===== src/rtl/timer_task_scheduler_pkg.sv =====
// timer_task_scheduler_pkg: shared types, defaults and round-robin selection for the task scheduler.
package timer_task_scheduler_pkg;
  typedef enum logic {ST_IDLE, ST_REQ} state_e;
  localparam int CLK_DIV_100US = 5000;
  localparam int PERIOD_W_DFLT = 16;
  // First set bit at or after (last+1) mod n, wrapping; returns last when nothing is pending.
  function automatic int rr_pick(input logic [7:0] pend, input int last, input int n);
    int sel;
    int idx;
    sel = last;
    for (int i = n; i >= 1; i--) begin
      idx = (last + i) % n;
      if (pend[idx[2:0]]) sel = idx;
    end
    return sel;
  endfunction
endpackage


===== src/rtl/timer_tick_gen.sv =====
// timer_tick_gen: prescaler emitting a one-cycle tick every CLK_DIV clocks.
module timer_tick_gen #(
  parameter int CLK_DIV = 5000
) (
  input  logic clk_i,
  input  logic rst_i,
  output logic tick_o
);
  localparam int CW = $clog2(CLK_DIV);
  logic [CW-1:0] cnt_q, cnt_d;
  assign tick_o = cnt_q == CW'(CLK_DIV - 1);
  always_comb cnt_d = tick_o ? '0 : cnt_q + CW'(1);
  always_ff @(posedge clk_i) cnt_q <= rst_i ? '0 : cnt_d;
endmodule


===== src/rtl/timer_task_scheduler.sv =====
// timer_task_scheduler: tick-based periodic channels granted round-robin to one executor via req/ack.
module timer_task_scheduler
  import timer_task_scheduler_pkg::*;
#(
  parameter int CLK_DIV  = CLK_DIV_100US,
  parameter int NUM_CH   = 4,
  parameter int PERIOD_W = PERIOD_W_DFLT,
  parameter int ID_W     = 2
) (
  input  logic                       clk_i,
  input  logic                       rst_i,
  output logic                       tick_o,
  input  logic [NUM_CH-1:0]          ch_en_i,
  input  logic [NUM_CH*PERIOD_W-1:0] ch_period_i,
  output logic                       task_req_o,
  output logic [ID_W-1:0]            task_id_o,
  input  logic                       task_ack_i,
  output logic [NUM_CH-1:0]          overrun_o,
  input  logic [NUM_CH-1:0]          overrun_clr_i
);
  logic                tick;
  logic [PERIOD_W-1:0] period [NUM_CH];
  logic [PERIOD_W-1:0] cnt_q [NUM_CH];
  logic [PERIOD_W-1:0] cnt_d [NUM_CH];
  logic [NUM_CH-1:0]   act, fire, done;
  logic [NUM_CH-1:0]   pend_q, pend_d, ovr_q, ovr_d;
  state_e              st_q, st_d;
  logic [ID_W-1:0]     id_q, id_d, last_q, last_d;

  timer_tick_gen #(.CLK_DIV(CLK_DIV)) u_tick (
    .clk_i  (clk_i),
    .rst_i  (rst_i),
    .tick_o (tick)
  );

  for (genvar n = 0; n < NUM_CH; n++) begin : g_ch
    assign period[n] = ch_period_i[n*PERIOD_W +: PERIOD_W];
    assign act[n]    = ch_en_i[n] && period[n] != '0;
  end

  // An ack retiring a channel in the same edge it fires keeps it pending without an overrun.
  always_comb begin
    fire = '0;
    done = '0;
    pend_d = '0;
    ovr_d = '0;
    for (int n = 0; n < NUM_CH; n++) begin
      cnt_d[n] = period[n];
      fire[n] = act[n] && tick && cnt_q[n] <= PERIOD_W'(1);
      done[n] = st_q == ST_REQ && task_ack_i && id_q == ID_W'(n);
      cnt_d[n] = !act[n] ? period[n] : !tick ? cnt_q[n] : fire[n] ? period[n] : cnt_q[n] - PERIOD_W'(1);
      pend_d[n] = !act[n] ? 1'b0 : fire[n] ? 1'b1 : done[n] ? 1'b0 : pend_q[n];
      ovr_d[n] = (fire[n] && pend_q[n] && !done[n]) || (ovr_q[n] && !overrun_clr_i[n]);
    end
  end

  always_comb begin
    st_d = st_q;
    id_d = id_q;
    last_d = last_q;
    if (st_q == ST_IDLE && |pend_q) begin
      st_d = ST_REQ;
      id_d = ID_W'(rr_pick(8'(pend_q), int'(last_q), NUM_CH));
    end else if (st_q == ST_REQ && task_ack_i) begin
      st_d = ST_IDLE;
      last_d = id_q;
    end
  end

  always_ff @(posedge clk_i) begin
    for (int n = 0; n < NUM_CH; n++) cnt_q[n] <= rst_i ? '0 : cnt_d[n];
    pend_q <= rst_i ? '0 : pend_d;
    ovr_q  <= rst_i ? '0 : ovr_d;
    st_q   <= rst_i ? ST_IDLE : st_d;
    id_q   <= rst_i ? '0 : id_d;
    last_q <= rst_i ? '0 : last_d;
  end

  assign tick_o     = tick;
  assign task_req_o = st_q == ST_REQ;
  assign task_id_o  = id_q;
  assign overrun_o  = ovr_q;
endmodule


===== config.mk =====
export PLATFORM = sky130hd
export DESIGN_NAME = timer_task_scheduler
export DESIGN_NICKNAME = d
export VERILOG_FILES = /design/src/rtl/timer_task_scheduler_pkg.sv /design/src/rtl/timer_tick_gen.sv /design/src/rtl/timer_task_scheduler.sv
export SDC_FILE = /design/constraint.sdc
export NUM_CORES = 1
export LEC_CHECK = 0
export BUFFER_PORTS_ARGS = -buffer_cell sky130_fd_sc_hd__buf_4
export CORE_MARGIN = 2
export CORE_UTILIZATION = 62
export DETAILED_ROUTE_END_ITERATION = 8
export PLACE_DENSITY_LB_ADDON = 0.25
export SYNTH_ARGS = -nofsm -noshare
export SYNTH_HDL_FRONTEND = slang
export SYNTH_SLANG_ARGS = --single-unit
export TNS_END_PERCENT = 1

===== constraint.sdc =====
create_clock -name clk_i -period 5.8 [get_ports clk_i]
set_input_delay 1.16 -clock clk_i [delete_from_list [all_inputs] [get_ports clk_i]]
set_output_delay 1.16 -clock clk_i [all_outputs]
set_load 0.02 [all_outputs]

==> results.tsv, run 1 <==
metric	value	unit
run status	finished clean	
post-synthesis simple-gate area fraction	29.8	%
post-synth top area share	33.3	%
# DRC	0	
Final Slew Violations	0	
CTS sink count	90	
Routed WL	14900	microns
final hold vios	0	
instance count of the mapped netlist	701	
initial antenna violation count	0	
CP Capture Type	primary output	
core area	8590	sq um
RD Place Congestion	0.929	
# IOs	83	
Post-DP Area	6020	sq um
maximum VDD drop	0.148	mV
largest net degree at the start of global routing	71	
Final ANT Viol Nets	0	
Seq. cell area	1800	sq um
Compound-Gate Fraction of Synth Area	27.5	%
setup tns final	0	ns
Area Growth Syn to Fin	14.8	%
Avg Cell Area, Syn	7.71	sq um
share of cells above drive strength 1	15.4	%
Post-synth EDFFs	0	
CTS Buf Count	9	
dominant cell by count in the synthesized netlist	dfxtp_1	
kind of critical path	reg2out	
largest stage delay on the critical path	0.72	ns
post-synth net total	785	
Netlist Area Pre-Place	5410	sq um
Slew Limit Headroom	34.2	%
drt initial violations	412	
area taken by multi-input logic gates	3360	sq um
post-synthesis sequential area ratio	33.3	%
Clk pin slew, worst setup/hold paths	0.08	ns
post-DP HPWL	10300	microns
PortBufs	82	
RSZ-0062 raised after global routing	false	
DIE WIDTH	97.4	microns
routed len/inst	17.1	microns
Worst-Margin Slew	0.976	ns
dominant cells by area after synthesis	dfxtp_1 (33%), nor2_1 (5.5%), a21oi_1 (5.1%)	
cts repair resizes	0	
FFs w/ async S/R, synth	0	%
Design Area, Final	6210	sq um
clk_skew	0.0113	ns
crit start category	flip-flop	
setup violators final	0	
Synth Warn #	0	
Initial Util	62.9	%
fin crit share	64.2	%
CTS root buf	clkbuf_8	
max_cap viols	0	
adder-cell area share of the yosys netlist	2.08	%
multiplexer share of the synthesized area	1.20	%
largest family of logic cells by synthesized area	simple AND/OR/NAND/NOR gates	
worst min-delay path category	reg2reg	
Antenna Cells	0	
final hold slack	0.474	ns
setup repair bufs after CTS	0	
Final Net Count	845	
Critical Path AT	2.56	ns
Fmax	269	MHz
commonest register cell after synthesis	dfxtp_1	
CTS H-tree lvls	3	
critical path, cell by cell	ha_1 -> nor4b_1 -> nand3_1 -> inv_2 -> buf_4	
Netlist cell types	76	
PwrDens	228	nW/um^2
vias per cell	6.79	
die area	9480	sq um
hold_buf cts	0	
latest clock arrival within the worst-skew pair	0.36	ns
vias in the first global route	5536	
Core Rows	34	
router iterations before antenna repair	5	
Crit Path Max Fanout	52	
fillers	698	
first-pass GRT wire length	24700	microns
FF+latch count, synth	90	
Post-Synth XOR/XNOR Area	1.46	%
synth cell count leaders	dfxtp_1 (90), nor2_1 (79), nand2_1 (59), a21oi_1 (55), nand3_1 (36)	
CTS Buffer Depth	2	
Lkg Pwr	0.00229	uW
Remaining Overflow, GRT	0	
Synth area leader	dfxtp_1	
post-route minimum period	3.72	ns
Worst Path Required	4.64	ns
GRT Total Usage	30.5	%
vias post-DR	5932	
CTS tree	yes	
DIE HEIGHT	97.4	microns
Crit-path slowest cell	inv_2	
-- layout make-up --
class	count	area share, %
Clock buffer	13	2.40
Clock inverter	2	0.605
Inverter	22	1.33
Multi-Input combinational cell	553	54.2
Sequential cell	90	29.0
Tap cell	108	2.18
Timing Repair Buffer	85	10.3
-- sequential cells by signal, summed over array words and instances (netlist names) --
name / count
pend_q: 4
last_q: 2
cnt_q: 64
task_req_o: 1
u_tick.cnt_q: 13
task_id_o: 2
overrun_o: 4
-- kinds of logic after synthesis --
group | Yosys count
AND/OR/NAND/NOR | 311
multiplexers | 6
flip-flops | 90
buffers and inverters | 58
AO/OA/AOI/OAI | 218
adder cells (fa/ha/maj) | 9
XOR/XNOR | 9
-- critical path: cells and delay by family (launching register included) --
kind	cells	cell delay, ns
flops	1	0.42
buf+inv	2	1.00
fa+ha+maj	1	0.28
simple gates	2	0.51
-- cell usage in the layout (no fill, tap or decap), types with 4 or more instances in the layout --
cell,instances
o21a_1,6
o21ai_0,22
a21oi_1,55
a31oi_1,8
o21ai_1,27
nand4_1,7
nand2_1,59
a21o_1,6
a211oi_1,13
and3_1,7
or3_1,7
ha_1,9
nor2b_1,4
dfxtp_1,90
and2_1,9
a32oi_1,10
o31ai_1,8
a41o_1,4
xor2_1,7
nand3_1,36
or4_1,15
o22ai_1,4
clkbuf_8,10
nor2_1,79
a32o_1,8
nor4_1,30
a22oi_1,9
nor3_1,29
buf_4,85
nor3b_1,4
a311oi_1,5
o211ai_1,5
nand2b_1,6
inv_1,20
-- report_power, final --
part | internal, uW | switching, uW | total [uW]
logic | 123 | 177 | 300
registers | 649 | 36.9 | 686
clock network | 210 | 217 | 426
total | 982 | 430 | 1410
-- path summary, 6_finish.rpt --
path                                       from            to  slack, ns  cells after the start
worst max register to register  u_tick.cnt_q[0]   cnt_q[3][2]       2.36                      8
worst max-delay path            u_tick.cnt_q[0]        tick_o       2.08                      5
worst min register to register     overrun_o[0]  overrun_o[0]       0.47                      2
worst min-delay path               overrun_o[0]  overrun_o[0]       0.47                      2
-- layer usage --
layer / up-vias / track usage [%] / routed length (microns)
li1: 2798 / - / -
met1: 2740 / 38.9 / 6070
met2: 352 / 50.6 / 6990
met3: 42 / 6.69 / 1560
met4: 0 / 11.3 / 317
met5: - / 0 / 0
-- through the flow --
step | utilization (%) | worst slack, ns | power (uW) | cells
after CTS | 72.2 | 2.17 | 1410 | 873
after floorplan | - | 2.74 | 892 | 701
after global placement | 70.0 | 1.90 | 977 | 858
after global routing | 72.2 | 1.95 | 1470 | 873
final | 72.2 | 2.08 | 1410 | 873
after detailed placement | 70.0 | 1.88 | 988 | 858
No activity file was read; power rests on OpenSTA's default activity.
==> inputs of run 2 (changes only) <==
--- a/config.mk
+++ b/config.mk
@@ -7,7 +7,7 @@
 export LEC_CHECK = 0
 export BUFFER_PORTS_ARGS = -buffer_cell sky130_fd_sc_hd__buf_4
 export CORE_MARGIN = 2
-export CORE_UTILIZATION = 62
+export CORE_UTILIZATION = 58
 export DETAILED_ROUTE_END_ITERATION = 8
 export PLACE_DENSITY_LB_ADDON = 0.25
 export SYNTH_ARGS = -nofsm -noshare
==> constraint.sdc (replaced) <==
create_clock -name clk_i -period 3.5 [get_ports clk_i]
set_input_delay 0.7 -clock clk_i [delete_from_list [all_inputs] [get_ports clk_i]]
set_output_delay 0.7 -clock clk_i [all_outputs]
set_load 0.02 [all_outputs]
==> run 2 against run 1 <==
Cell count rose by 1.8%. Clock-buffer cell count fell by 1. Setup slack got worse by 1.4 ns. Wire length rose by 2.9%. Non-clock buffer count rose by 12. Worst hold slack got worse by 0.0022 ns. Combinational power rose by 68%. Critical path depth rose by 1. Register-to-register slack got worse by 1.6 ns. Clock power rose by 110%.
==> results.tsv, run 2 (synthesized netlist as in run 1, its figures left out) <==
metric	value	unit
run status	finished clean	
PortBufs	82	
initial antenna violation count	0	
fillers	761	
Area Growth Syn to Fin	17.8	%
clock share of power	35.0	%
Largest regs	cnt_q: 64 flops, u_tick.cnt_q: 13 flops	
RR Endpoint	cnt_q[1][5]	
setup repair bufs after CTS	0	
CP Capture Type	primary output	
Initial Util	59.1	%
CTS Buf Count	9	
kind of critical path	reg2out	
final hold vios	0	
CTS sink count	90	
crit start category	flip-flop	
most frequent cells in the layout	buf_4 (97), dfxtp_1 (90), nor2_1 (79)	
Crit-path slowest cell	dfxtp_1	
post-DP HPWL	10900	microns
Crit Path Max Fanout	9	
PwrDens	396	nW/um^2
post-route minimum period	2.79	ns
CTS tree	yes	
commonest non-fill, non-tap cell in the layout	buf_4	
CTS Buffer Depth	2	
Worst R2R Start	u_tick.cnt_q[0]	
Sw Share	28.7	%
power share of the sequential group	45.0	%
RD Place Congestion	0.950	
largest net degree at the start of global routing	39	
combinational share of power	20.0	%
RSZ-0062 raised after global routing	false	
routed len/inst	17.3	microns
hold_sp	overrun_o[3]	
Net Switching	725	uW
Fmax	359	MHz
Worst Path Required	2.80	ns
cts repair resizes	0	
Core Rows	35	
Routed WL	15400	microns
# IOs	83	
Antenna Cells	0	
vias per cell	6.65	
area taken by multi-input logic gates	3360	sq um
Clk pin slew, worst setup/hold paths	0.09	ns
router iterations before antenna repair	6	
Worst-Margin Slew	0.718	ns
setup tns final	0	ns
CTS H-tree lvls	3	
core area	9150	sq um
# DRC	0	
critical path, cell by cell	ha_1 -> nor4b_1 -> nand3_1 -> inv_2 -> buf_4 -> buf_4	
Util after Layout	69.6	%
WHS Path Cells	2	
Hold EP	overrun_o[3]	
fin crit share	79.6	%
internal power	1800	uW
largest reg by FF count	cnt_q	
max_cap viols	0	
Final Slew Violations	0	
Critical Path AT	2.09	ns
Seq. cell area	1800	sq um
reg-to-reg slack, setup	0.77	ns
share of cells above drive strength 1	17.1	%
max reg flops	64	
Lkg Pwr	0.00238	uW
hold_buf cts	0	
DIE HEIGHT	101	microns
largest stage delay on the critical path	0.44	ns
vias in the first global route	5418	
maximum VDD drop	0.264	mV
Final ANT Viol Nets	0	
worst min-delay path category	reg2reg	
latest clock arrival within the worst-skew pair	0.36	ns
Final Net Count	857	
drt initial violations	429	
Remaining Overflow, GRT	0	
GRT Total Usage	29.9	%
CTS root buf	clkbuf_8	
first-pass GRT wire length	24900	microns
Top cell by count, worst path	buf_4	
Slew Limit Headroom	52.1	%
DIE WIDTH	101	microns
setup violators final	0	
die area	10100	sq um
clk_skew	0.00609	ns
vias post-DR	5912	
FF-to-FF path depth	7	
-- run 2: changes by cell type in the layout (fill, tap and decap cells not counted), sizes merged --
cell    delta
bufinv     +2
buf       +12
clkbuf     -1
-- run 2: how the worst max path moves through the flow --
stage,startpoint,to,slack [ns],depth (start not counted)
3_5_place_dp,ch_period_i[56],cnt_q[3][1],0.67,8
2_1_floorplan,ch_period_i[56],cnt_q[3][2],0.90,6
6_report,u_tick.cnt_q[0],tick_o,0.71,6
4_1_cts,u_tick.cnt_q[0],tick_o,0.74,6
3_3_place_gp,ch_period_i[48],cnt_q[3][2],0.75,7
5_1_grt,u_tick.cnt_q[0],cnt_q[1][5],0.60,7
-- run 2: critical path, delay by kind of cell (launching register included) --
family	cells	cell delay, ns
buffers and inverters	3	0.54
and+or+nand+nor	2	0.46
DFF	1	0.44
adders and majority gates	1	0.28
-- run 2: metal layers --
metal	GRT usage (%)	vias up	wire, microns
li1	-	2810	-
met4	9.48	0	228
met1	40.6	2765	6610
met3	4.58	31	1310
met5	0	-	0
met2	49.1	306	7220
-- run 2: cell type report --
| cell class | count | share of cell area [%] |
|---|---|---|
| multi-input combinational | 553 | 52.8 |
| sequential | 90 | 28.3 |
| timing repair buffer | 97 | 11.4 |
| clock buffer | 12 | 2.44 |
| tap | 111 | 2.18 |
| clock inverter | 4 | 1.53 |
| inverter | 22 | 1.30 |
-- run 2: power groups by stage --
stage / clock (uW) / combinational [uW] / sequential [uW]
after global placement: 0 / 475 / 1150
after detailed placement: 0 / 490 / 1160
final: 882 / 505 / 1140
after floorplan: 0 / 338 / 1140
after CTS: 895 / 494 / 1130
after global routing: 930 / 552 / 1140
-- run 2: stage by stage --
step | hold slack, ns | std cells | power (uW) | worst slack [ns] | instance area [sq um]
after global routing | 0.504 | 889 | 2620 | 0.598 | 6370
after floorplan | 0.438 | 701 | 1480 | 0.897 | 5410
final | 0.472 | 889 | 2520 | 0.713 | 6370
after global placement | 0.457 | 873 | 1630 | 0.752 | 6110
after detailed placement | 0.462 | 873 | 1650 | 0.667 | 6110
after CTS | 0.475 | 889 | 2520 | 0.743 | 6370
==> inputs of run 3 (changes only) <==
--- a/config.mk
+++ b/config.mk
@@ -5,9 +5,10 @@
 export SDC_FILE = /design/constraint.sdc
 export NUM_CORES = 1
 export LEC_CHECK = 0
+export ABC_AREA = 1
 export BUFFER_PORTS_ARGS = -buffer_cell sky130_fd_sc_hd__buf_4
 export CORE_MARGIN = 2
-export CORE_UTILIZATION = 58
+export CORE_UTILIZATION = 59
 export DETAILED_ROUTE_END_ITERATION = 8
 export PLACE_DENSITY_LB_ADDON = 0.25
 export SYNTH_ARGS = -nofsm -noshare
==> constraint.sdc (replaced) <==
create_clock -name clk_i -period 2.7 [get_ports clk_i]
set_input_delay 0.54 -clock clk_i [delete_from_list [all_inputs] [get_ports clk_i]]
set_output_delay 0.54 -clock clk_i [all_outputs]
set_load 0.02 [all_outputs]
==> run 3 against run 2 <==
Synthesized cell count is 57% higher. Wire length barely moved. Sequential power grew 31%. Non-clock buffer count decreased by 10. Critical path depth up 3. Register-to-register slack got worse by 0.52 ns. Critical endpoint is now cnt_q[2][1].
==> results.tsv, run 3 <==
metric	value	unit
Post-synth EDFFs	0	
Crit Path Max Fanout	21	
Worst Path Required	2.93	ns
GRT Total Usage	27.5	%
dpl ws	0.297	ns
# IOs	83	
share of cells above drive strength 1	10.2	%
setup repair bufs after CTS	0	
dominant cells by area after synthesis	dfxtp_1 (28%), nand2_1 (20%), nor2_1 (10%)	
Netlist cell types	34	
instance count of the mapped netlist	1104	
post-DP HPWL	11300	microns
FFs w/ async S/R, synth	0	%
cts repair resizes	0	
Worst R2R Start	u_tick.cnt_q[0]	
RD Place Congestion	0.926	
setup violators final	0	
Final ANT Viol Nets	0	
FF+latch count, synth	90	
most frequent cells in the layout	nand2_1 (332), nor2_1 (175), inv_1 (157)	
Initial Util	61.2	%
RSZ-0062 raised after global routing	false	
Final WS setup	0.253	ns
final hold vios	0	
Final Slew Violations	0	
CTS Buf Count	9	
DIE WIDTH	108	microns
setup tns final	0	ns
Slew Limit Headroom	32.5	%
CTS root buf	clkbuf_8	
Critical Path Start	u_tick.cnt_q[0]	
drt initial violations	367	
Routed WL	15400	microns
Remaining Overflow, GRT	0	
hold_sp	overrun_clr_i[3]	
die area	11600	sq um
worst min-delay path category	in2reg	
max_cap viols	0	
Core Rows	37	
CTS tree	yes	
vias per cell	5.14	
routed len/inst	11.7	microns
Worst-Margin Slew	1.01	ns
first-pass GRT wire length	26500	microns
fin crit share	90.6	%
kind of critical path	reg2reg	
post-synth net total	1188	
max reg flops	64	
largest reg by FF count	cnt_q	
Critical Path AT	2.68	ns
Lkg Pwr	0.00361	uW
fillers	1008	
# DRC	0	
largest net degree at the start of global routing	51	
Netlist Area Pre-Place	6350	sq um
CTS H-tree lvls	3	
PwrDens	448	nW/um^2
Fmax	409	MHz
CTS Buffer Depth	2	
Avg Cell Area, Syn	5.75	sq um
commonest register cell after synthesis	dfxtp_1	
latest clock arrival within the worst-skew pair	0.36	ns
crit start category	flip-flop	
dominant cell by count in the synthesized netlist	nand2_1	
Area Growth Syn to Fin	13.4	%
core area	10400	sq um
vias post-DR	6753	
Synth area leader	dfxtp_1	
post-synth top area share	28.4	%
Clk pin slew, worst setup/hold paths	0.08	ns
Util after Layout	69.5	%
PortBufs	82	
commonest non-fill, non-tap cell in the layout	nand2_1	
post-route minimum period	2.45	ns
clk_skew	0.0136	ns
run status	finished clean	
synth cell count leaders	nand2_1 (332), nor2_1 (176), inv_1 (157), dfxtp_1 (90), a21oi_1 (82)	
router iterations before antenna repair	5	
hold_buf cts	0	
Synth Warn #	0	
vias in the first global route	6157	
Largest regs	cnt_q: 64 flops, u_tick.cnt_q: 13 flops	
initial antenna violation count	0	
post-synthesis sequential area ratio	28.4	%
Antenna Cells	0	
CP Capture Type	flip-flop	
Final Net Count	1257	
CTS sink count	90	
DIE HEIGHT	108	microns
maximum VDD drop	0.324	mV
[run 3: cell count changes in the layout (fill, tap and decap cells not counted), moves of 13 or more]
cell     change
o21ai_1     -24
inv_1      +137
nand3_1     +44
nand2_1    +273
xnor2_1     +13
a21oi_1     +27
o21ai_0     +31
nor2_1      +96
nor3_1      -20
nor4_1      -29
or4_1       -15
[run 3: cell families (layout without fill, tap and decap cells)]
kind of cell	Yosys count	after routing	synth area share, %
and+or+nand+nor	632	632	41.3
buffers and inverters	192	266	11.9
AOI/OAI and AO/OA	148	148	12.1
DFF	90	90	28.4
xor gates and xnor gates	33	33	4.55
adders and majority gates	9	9	1.77
[run 3: final cells by class]
type                       count  area, sq um  share of cell area [%]
clock buffer                  13          149                    2.07
inverter                     163          612                    8.49
tap                          136          170                    2.36
multi-input combinational    822         3790                    52.7
clock inverter                 3         22.5                   0.313
timing repair buffer          87          653                    9.07
sequential                    90         1800                    25.0
[run 3: critical path: stages (launching register included)]
cell and delay [ns]:
dfxtp_1 0.34, ha_1 0.28, inv_1 0.08, nor2_1 0.04, nand2_1 0.15, nor2_8 0.09
nor2_1 0.68, inv_2 0.36, o21ai_0 0.25, a21oi_1 0.05
[run 3: metrics by stage]
stage                     std cells  hold slack, ns  instance area [sq um]  power [uW]
after floorplan                1104           0.430                   6350        2170
after global placement         1298           0.445                   7030        2390
after detailed placement       1298           0.457                   7030        2410
after CTS                      1314           0.424                   7200        3240
after global routing           1314           0.439                   7200        3450
final                          1314           0.438                   7200        3230
[run 3: power by group]
group	switching (uW)	internal (uW)
sequential	85.4	1410
clock	469	365
combinational	540	360
total	1090	2130
[run 3: final timing paths]
kind                     endpoint  depth (start not counted)  slack, ns
hold / removal       overrun_o[3]                          4       0.44
setup / recovery      cnt_q[2][1]                          9       0.25
setup reg to reg      cnt_q[2][1]                          9       0.25
hold reg to reg   u_tick.cnt_q[0]                          1       0.47
[run 3: metal layers]
layer	GRT usage [%]	up-vias	part of all wire, %
met5	0	-	0
met3	4.96	19	6.6
met2	45.7	200	45
li1	-	3571	-
met4	6.78	0	1.5
met1	37.0	2963	46
